$ cat src/rtl/pipe_hazard_ctrl_if.sv
// rtl/pipe_hazard_ctrl_if.sv - pipeline-side bundle for the hazard controller
interface pipe_hazard_ctrl_if #(
   parameter int CNT_W = 32
);
   logic             icache_hit;
   logic             dcache_hit;
   logic             id_valid;
   logic [4:0]       id_rs1;
   logic [4:0]       id_rs2;
   logic             id_uses_rs1;
   logic             id_uses_rs2;
   logic [4:0]       ex_rd;
   logic [6:0]       ex_opcode;
   logic             ex_noop;
   logic             redirect;
   logic             hit;
   logic             idex_stall;
   logic             ifid_hold;
   logic             flush;
   logic [1:0]       state;
   logic [CNT_W-1:0] stall_count;
   logic [CNT_W-1:0] flush_count;
   logic [CNT_W-1:0] miss_count;

   // pipeline side: reports stage contents, consumes control
   modport master (
      output icache_hit, dcache_hit, id_valid, id_rs1, id_rs2, id_uses_rs1,
             id_uses_rs2, ex_rd, ex_opcode, ex_noop, redirect,
      input  hit, idex_stall, ifid_hold, flush, state,
             stall_count, flush_count, miss_count
   );

   // controller side
   modport slave (
      input  icache_hit, dcache_hit, id_valid, id_rs1, id_rs2, id_uses_rs1,
             id_uses_rs2, ex_rd, ex_opcode, ex_noop, redirect,
      output hit, idex_stall, ifid_hold, flush, state,
             stall_count, flush_count, miss_count
   );
endinterface

$ cat src/rtl/pipe_hazard_ctrl.sv
// rtl/pipe_hazard_ctrl.sv - load-use / redirect / cache-miss hazard controller
module pipe_hazard_ctrl #(
   parameter logic [6:0] LOAD_OPCODE  = 7'b0000011,
   parameter int         FLUSH_CYCLES = 2,
   parameter int         CNT_W        = 32
) (
   input  logic              clk,
   input  logic              reset,
   pipe_hazard_ctrl_if.slave bus
);

   typedef enum logic [1:0] {
      RUN      = 2'd0,
      LU_STALL = 2'd1,
      FLUSH    = 2'd2
   } state_t;

   localparam logic [2:0] FLUSH_RELOAD = 3'(FLUSH_CYCLES - 1);
   localparam state_t     REDIR_STATE  = (FLUSH_CYCLES > 1) ? FLUSH : RUN;

   state_t           state_q, state_d;
   logic [2:0]       fcnt_q, fcnt_d;
   logic             hit;
   logic             lu;
   logic             stall_o, hold_o, flush_o;
   logic [CNT_W-1:0] stall_cnt_q, flush_cnt_q, miss_cnt_q;

   assign hit = bus.icache_hit & bus.dcache_hit;

   // a load in EX whose destination is read by the real instruction in ID
   assign lu = (bus.ex_opcode == LOAD_OPCODE) & ~bus.ex_noop & (bus.ex_rd != 5'd0) & bus.id_valid &
               ((bus.id_uses_rs1 & (bus.id_rs1 == bus.ex_rd)) |
                (bus.id_uses_rs2 & (bus.id_rs2 == bus.ex_rd)));

   // control outputs and next state; a frozen pipeline holds everything
   always_comb begin
      stall_o = 1'b0;
      hold_o  = 1'b0;
      flush_o = 1'b0;
      state_d = state_q;
      fcnt_d  = fcnt_q;
      if (hit) begin
         case (state_q)
            RUN: begin
               if (bus.redirect) begin
                  flush_o = 1'b1;
                  fcnt_d  = FLUSH_RELOAD;
                  state_d = REDIR_STATE;
               end else if (lu) begin
                  stall_o = 1'b1;
                  hold_o  = 1'b1;
                  state_d = LU_STALL;
               end else begin
                  state_d = RUN;
               end
            end
            LU_STALL: begin
               if (bus.redirect) begin
                  flush_o = 1'b1;
                  fcnt_d  = FLUSH_RELOAD;
                  state_d = REDIR_STATE;
               end else begin
                  state_d = RUN;
               end
            end
            FLUSH: begin
               flush_o = 1'b1;
               if (bus.redirect) begin
                  fcnt_d  = FLUSH_RELOAD;
                  state_d = REDIR_STATE;
               end else begin
                  fcnt_d = (fcnt_q != 3'd0) ? fcnt_q - 3'd1 : 3'd0;
                  if (fcnt_q <= 3'd1) state_d = RUN;
               end
            end
            default: begin
               state_d = RUN;
               fcnt_d  = 3'd0;
            end
         endcase
      end
   end

   // FSM and flush down-counter
   always_ff @(posedge clk or posedge reset) begin
      if (reset) begin
         state_q <= RUN;
         fcnt_q  <= 3'd0;
      end else begin
         state_q <= state_d;
         fcnt_q  <= fcnt_d;
      end
   end

   // saturating event counters
   always_ff @(posedge clk or posedge reset) begin
      if (reset) begin
         stall_cnt_q <= '0;
         flush_cnt_q <= '0;
         miss_cnt_q  <= '0;
      end else begin
         if (hit && stall_o && (stall_cnt_q != '1)) stall_cnt_q <= stall_cnt_q + CNT_W'(1);
         if (hit && flush_o && (flush_cnt_q != '1)) flush_cnt_q <= flush_cnt_q + CNT_W'(1);
         if (!hit && (miss_cnt_q != '1))            miss_cnt_q  <= miss_cnt_q + CNT_W'(1);
      end
   end

   assign bus.hit         = hit;
   assign bus.idex_stall  = stall_o;
   assign bus.ifid_hold   = hold_o;
   assign bus.flush       = flush_o;
   assign bus.state       = state_q;
   assign bus.stall_count = stall_cnt_q;
   assign bus.flush_count = flush_cnt_q;
   assign bus.miss_count  = miss_cnt_q;

endmodule
$ cat src/flat_wrapper.sv
// flat-port wrapper written by rule: the top's interface ports become plain ports
module pipe_hazard_ctrl_flat 
#(
   parameter logic [6:0] LOAD_OPCODE  = 7'b0000011,
   parameter int         FLUSH_CYCLES = 2,
   parameter int         CNT_W        = 32
)
  (clk, reset, bus_icache_hit, bus_dcache_hit, bus_id_valid, bus_id_rs1, bus_id_rs2, bus_id_uses_rs1, bus_id_uses_rs2, bus_ex_rd, bus_ex_opcode, bus_ex_noop, bus_redirect, bus_hit, bus_idex_stall, bus_ifid_hold, bus_flush, bus_state, bus_stall_count, bus_flush_count, bus_miss_count);
  pipe_hazard_ctrl_if #(.CNT_W(CNT_W)) bus_i ();
  input  logic clk;
  input  logic reset;
  input wire logic [$bits(bus_i.icache_hit)-1:0] bus_icache_hit;
  input wire logic [$bits(bus_i.dcache_hit)-1:0] bus_dcache_hit;
  input wire logic [$bits(bus_i.id_valid)-1:0] bus_id_valid;
  input wire logic [$bits(bus_i.id_rs1)-1:0] bus_id_rs1;
  input wire logic [$bits(bus_i.id_rs2)-1:0] bus_id_rs2;
  input wire logic [$bits(bus_i.id_uses_rs1)-1:0] bus_id_uses_rs1;
  input wire logic [$bits(bus_i.id_uses_rs2)-1:0] bus_id_uses_rs2;
  input wire logic [$bits(bus_i.ex_rd)-1:0] bus_ex_rd;
  input wire logic [$bits(bus_i.ex_opcode)-1:0] bus_ex_opcode;
  input wire logic [$bits(bus_i.ex_noop)-1:0] bus_ex_noop;
  input wire logic [$bits(bus_i.redirect)-1:0] bus_redirect;
  output wire logic [$bits(bus_i.hit)-1:0] bus_hit;
  output wire logic [$bits(bus_i.idex_stall)-1:0] bus_idex_stall;
  output wire logic [$bits(bus_i.ifid_hold)-1:0] bus_ifid_hold;
  output wire logic [$bits(bus_i.flush)-1:0] bus_flush;
  output wire logic [$bits(bus_i.state)-1:0] bus_state;
  output wire logic [$bits(bus_i.stall_count)-1:0] bus_stall_count;
  output wire logic [$bits(bus_i.flush_count)-1:0] bus_flush_count;
  output wire logic [$bits(bus_i.miss_count)-1:0] bus_miss_count;
  assign bus_i.icache_hit = bus_icache_hit;
  assign bus_i.dcache_hit = bus_dcache_hit;
  assign bus_i.id_valid = bus_id_valid;
  assign bus_i.id_rs1 = bus_id_rs1;
  assign bus_i.id_rs2 = bus_id_rs2;
  assign bus_i.id_uses_rs1 = bus_id_uses_rs1;
  assign bus_i.id_uses_rs2 = bus_id_uses_rs2;
  assign bus_i.ex_rd = bus_ex_rd;
  assign bus_i.ex_opcode = bus_ex_opcode;
  assign bus_i.ex_noop = bus_ex_noop;
  assign bus_i.redirect = bus_redirect;
  assign bus_hit = bus_i.hit;
  assign bus_idex_stall = bus_i.idex_stall;
  assign bus_ifid_hold = bus_i.ifid_hold;
  assign bus_flush = bus_i.flush;
  assign bus_state = bus_i.state;
  assign bus_stall_count = bus_i.stall_count;
  assign bus_flush_count = bus_i.flush_count;
  assign bus_miss_count = bus_i.miss_count;
  pipe_hazard_ctrl #(.LOAD_OPCODE(LOAD_OPCODE), .FLUSH_CYCLES(FLUSH_CYCLES), .CNT_W(CNT_W)) u_core (.clk(clk), .reset(reset), .bus(bus_i));
endmodule
$ cat config.mk
export PLATFORM = sky130hd
export DESIGN_NAME = pipe_hazard_ctrl_flat
export DESIGN_NICKNAME = d
export VERILOG_FILES = /design/src/rtl/pipe_hazard_ctrl_if.sv /design/src/rtl/pipe_hazard_ctrl.sv /design/src/flat_wrapper.sv
export SDC_FILE = /design/constraint.sdc
export NUM_CORES = 1
export LEC_CHECK = 0
export ABC_AREA = 0
export BUFFER_PORTS_ARGS = -buffer_cell sky130_fd_sc_hd__buf_2
export CAP_MARGIN = 0
export CORE_MARGIN = 4
export CORE_UTILIZATION = 48
export DETAILED_ROUTE_END_ITERATION = 6
export PLACE_DENSITY = 0.77
export SETUP_SLACK_MARGIN = 0.15
export SYNTH_ARGS = -nofsm -noshare
export SYNTH_HDL_FRONTEND = slang
export SYNTH_SLANG_ARGS = --single-unit
$ cat constraint.sdc
create_clock -name clk -period 2.71 [get_ports clk]
set_input_delay 0.271 -clock clk [delete_from_list [all_inputs] [get_ports clk]]
set_output_delay 0.271 -clock clk [all_outputs]
set_load 0.01 [all_outputs]
==> flow_summary.yaml <==
clock_network:
  tritoncts: "done"
  root_buffer: "clkbuf_8"
  clk_pin_slew_ps: 100
  cts_buffers: 9
  cts_sinks: 101
  cts_buffer_depth: 2
  clk_latency_ps: 370
  h-tree-depth: 3
sta:
  rsz0062_at_grt: "no"
  finalHoldViolCount: 0
  finalSetupTns_ps: 0
  max_slew_margin_pct: 55.8
  finClkSkew_ps: 8.99
  fin_crit_sh_pct: 89.0
  slew_violations: 0
  layout_min_cycle_time_ps: 2410
  tightest_slew_ps: 661
  fmaxAchievable_ghz: 0.415
  finalSetupViolCount: 0
setup_path:
  crit_path_start_kind: "flop"
  reg2reg_depth: 9
  required_ps: 3000
  cp-end-kind: "flop"
  crit_path_max_fanout: 8
  cp.arrival_ps: 2700
  crit_type: "reg2reg"
  r2r_slack_ps: 300
placement:
  place_inst: 757
  hpwl_mm: 9.34
  gp_congestion: 0.895
  portBuffers: 132
floorplan:
  io_pins: 133
  core_um2: 10300
  start_util_pct: 49.1
  row_count: 37
  fp.dieArea_um2: 12300
  die_w_um: 111
  fp.dieH_um: 111
flow_run:
  maxCapViolations: 0
status:
  status: "finished, final reports clean"
final_layout:
  stdcell_count: 777
  n_fill_cell: 865
  drive_gt1_share_pct: 26.6
  regArea_um2: 2530
  multi_input_area_um2: 2420
  layout.nets: 676
  area_growth_pct: 22.2
power:
  leakage_nw: 3.22
  ir_drop_v: 0.000277
  power.density_nw_per_um2: 542
synthesis:
  synth_seq_cells: 101
  yosysSeqAreaShare_pct: 49.9
  synth_edf_count: 0
  yosys_warnings: 0
  syn_avg_cell_area_um2: 10.4
  synthDistinctLibCells: 45
  postSynth.asyncResetShare_pct: 100
  ys.flop_type: "dfrtp_1"
  syn_inst: 489
  syn-cell-area_um2: 5060
  syn-num-nets: 528
route:
  viasPerCell: 5.36
  drt_iter0_drc: 277
  via_count: 4166
  ant_nets: 0
  routedWlPerCell_um: 15.9
  drc: 0
  routed_wirelength_mm: 12.3
  firstDrtPassIters: 4
global_routing:
  grt_pass1_vias: 4269
  antenna_found_initial: 1
  grt_max_degree: 51
  grt_pass1_wl_mm: 20.8
  grt_use_total_pct: 20.5
  overflow: 0
hold_path:
  min-delay-path-class: "in2reg"
  worstHoldPathCells: 3
-- synthesized netlist by cell type (all sizes together), types with 5 or more instances --
library cell | instances | share of area [%]
and2 | 5 | 0.62
and3 | 12 | 1.5
and4 | 10 | 1.8
dfrtp | 101 | 50
ha | 8 | 2.0
inv | 23 | 1.7
nand2 | 46 | 3.4
nand3 | 33 | 3.4
nand4 | 29 | 3.9
nor2 | 40 | 3.0
nor3 | 29 | 2.9
nor4 | 9 | 1.7
o211ai | 5 | 1.1
o21ai | 6 | 0.59
xnor2 | 51 | 8.8
xor2 | 49 | 8.5
-- layout by cell type (no fill, tap or decap), types with 2 or more instances in the layout --
cell | netlist | final
ha_1 | 8 | 8
nor4_1 | 7 | 6
clkbuf_8 | 0 | 10
and4_1 | 9 | 9
or4_1 | 3 | 3
xnor2_1 | 51 | 51
nand3_1 | 32 | 32
nand2b_1 | 2 | 2
o211ai_1 | 3 | 3
buf_2 | 0 | 132
and2_1 | 5 | 5
clkinvlp_4 | 0 | 2
bufinv_16 | 0 | 3
o22ai_1 | 2 | 2
buf_4 | 1 | 7
dfrtp_1 | 101 | 101
a211oi_1 | 2 | 2
a21oi_1 | 3 | 3
xor2_1 | 49 | 49
o21a_1 | 3 | 3
o21ai_0 | 6 | 6
nand4_1 | 28 | 28
nor4_4 | 2 | 2
and3_1 | 11 | 11
nand2_1 | 46 | 46
inv_1 | 23 | 22
nor2_1 | 40 | 40
nor3_1 | 29 | 28
-- metal layers --
layer  vias to the layer above  part of all wire, %  GRT usage (%)
li1                       1994                    -              -
met1                      2034                   44           26.6
met2                       117                   49           33.3
met3                        21                  5.5           5.19
met4                         0                  1.8           7.55
met5                         -                    0              0
-- critical path, cell delays in order, from the launching register on --
cell and delay [ps]:
dfrtp_1 480, inv_1 120, ha_1 240, nand4b_1 200
nor4_4 330, buf_4 190, o211ai_4 100, buf_4 200
nor4_1 320, xnor2_1 170
-- metrics by stage --
stage	power (mW)	util, %	instance area [um2]	setup slack, ps	hold WS, ps
after detailed placement	2.24	57.2	5900	271	395
after global placement	2.21	57.2	5900	337	389
after floorplan	2.01	-	5070	459	438
final	3.35	60.0	6190	298	234
after global routing	3.52	60.0	6190	199	232
after CTS	3.38	59.5	6150	166	218
-- cells by family after synthesis --
kind of cell / count (synthesis) / synth area share, %
flops: 101 / 49.9
simple gates: 227 / 24.3
xor+xnor: 100 / 17.3
buf+inv: 27 / 2.52
compound gates: 24 / 3.51
fa+ha+maj: 8 / 1.98
mux: 2 / 0.519
-- layout make-up --
cell class	count	share of cell area (%)
clock buffer	10	2.22
tap	136	2.75
clock inverter	4	1.58
inverter	23	1.46
antenna	1	0.0404
multi-input combinational	361	39.1
timing repair buffer	141	12.0
sequential	101	40.8
-- state kept, by name, summed over array words and instances, names as in the netlist --
| name | flops |
|---|---|
| u_core.bus.miss_count | 32 |
| u_core.bus.flush_count | 32 |
| u_core.bus.state | 2 |
| u_core.bus.stall_count | 32 |
| u_core.fcnt_q | 3 |
-- power by group --
group	total (mW)	internal, mW	switching, mW
logic	0.470	0.209	0.261
clock network	1.15	0.629	0.520
registers	1.73	1.60	0.134
-- final timing paths --
kind,from,to
max,u_core.bus.state[1],u_core.bus.stall_count[27]
min,bus_redirect,u_core.bus.state[1]
max reg2reg,u_core.bus.state[1],u_core.bus.stall_count[27]
min reg2reg,u_core.bus.stall_count[5],u_core.bus.stall_count[5]
max in group asynchronous,reset,u_core.bus.miss_count[0]
min in group asynchronous,reset,u_core.bus.flush_count[1]
-- what timing repair did --
item	in CTS	in global routing
endpoints found under the hold margin	27	0
buffers inserted	0	4
hold buffers	1	0
setup endpoints to repair	2	7
pin swaps	1	2
resized for setup	0	2
Power figures use the tool's default switching activity.
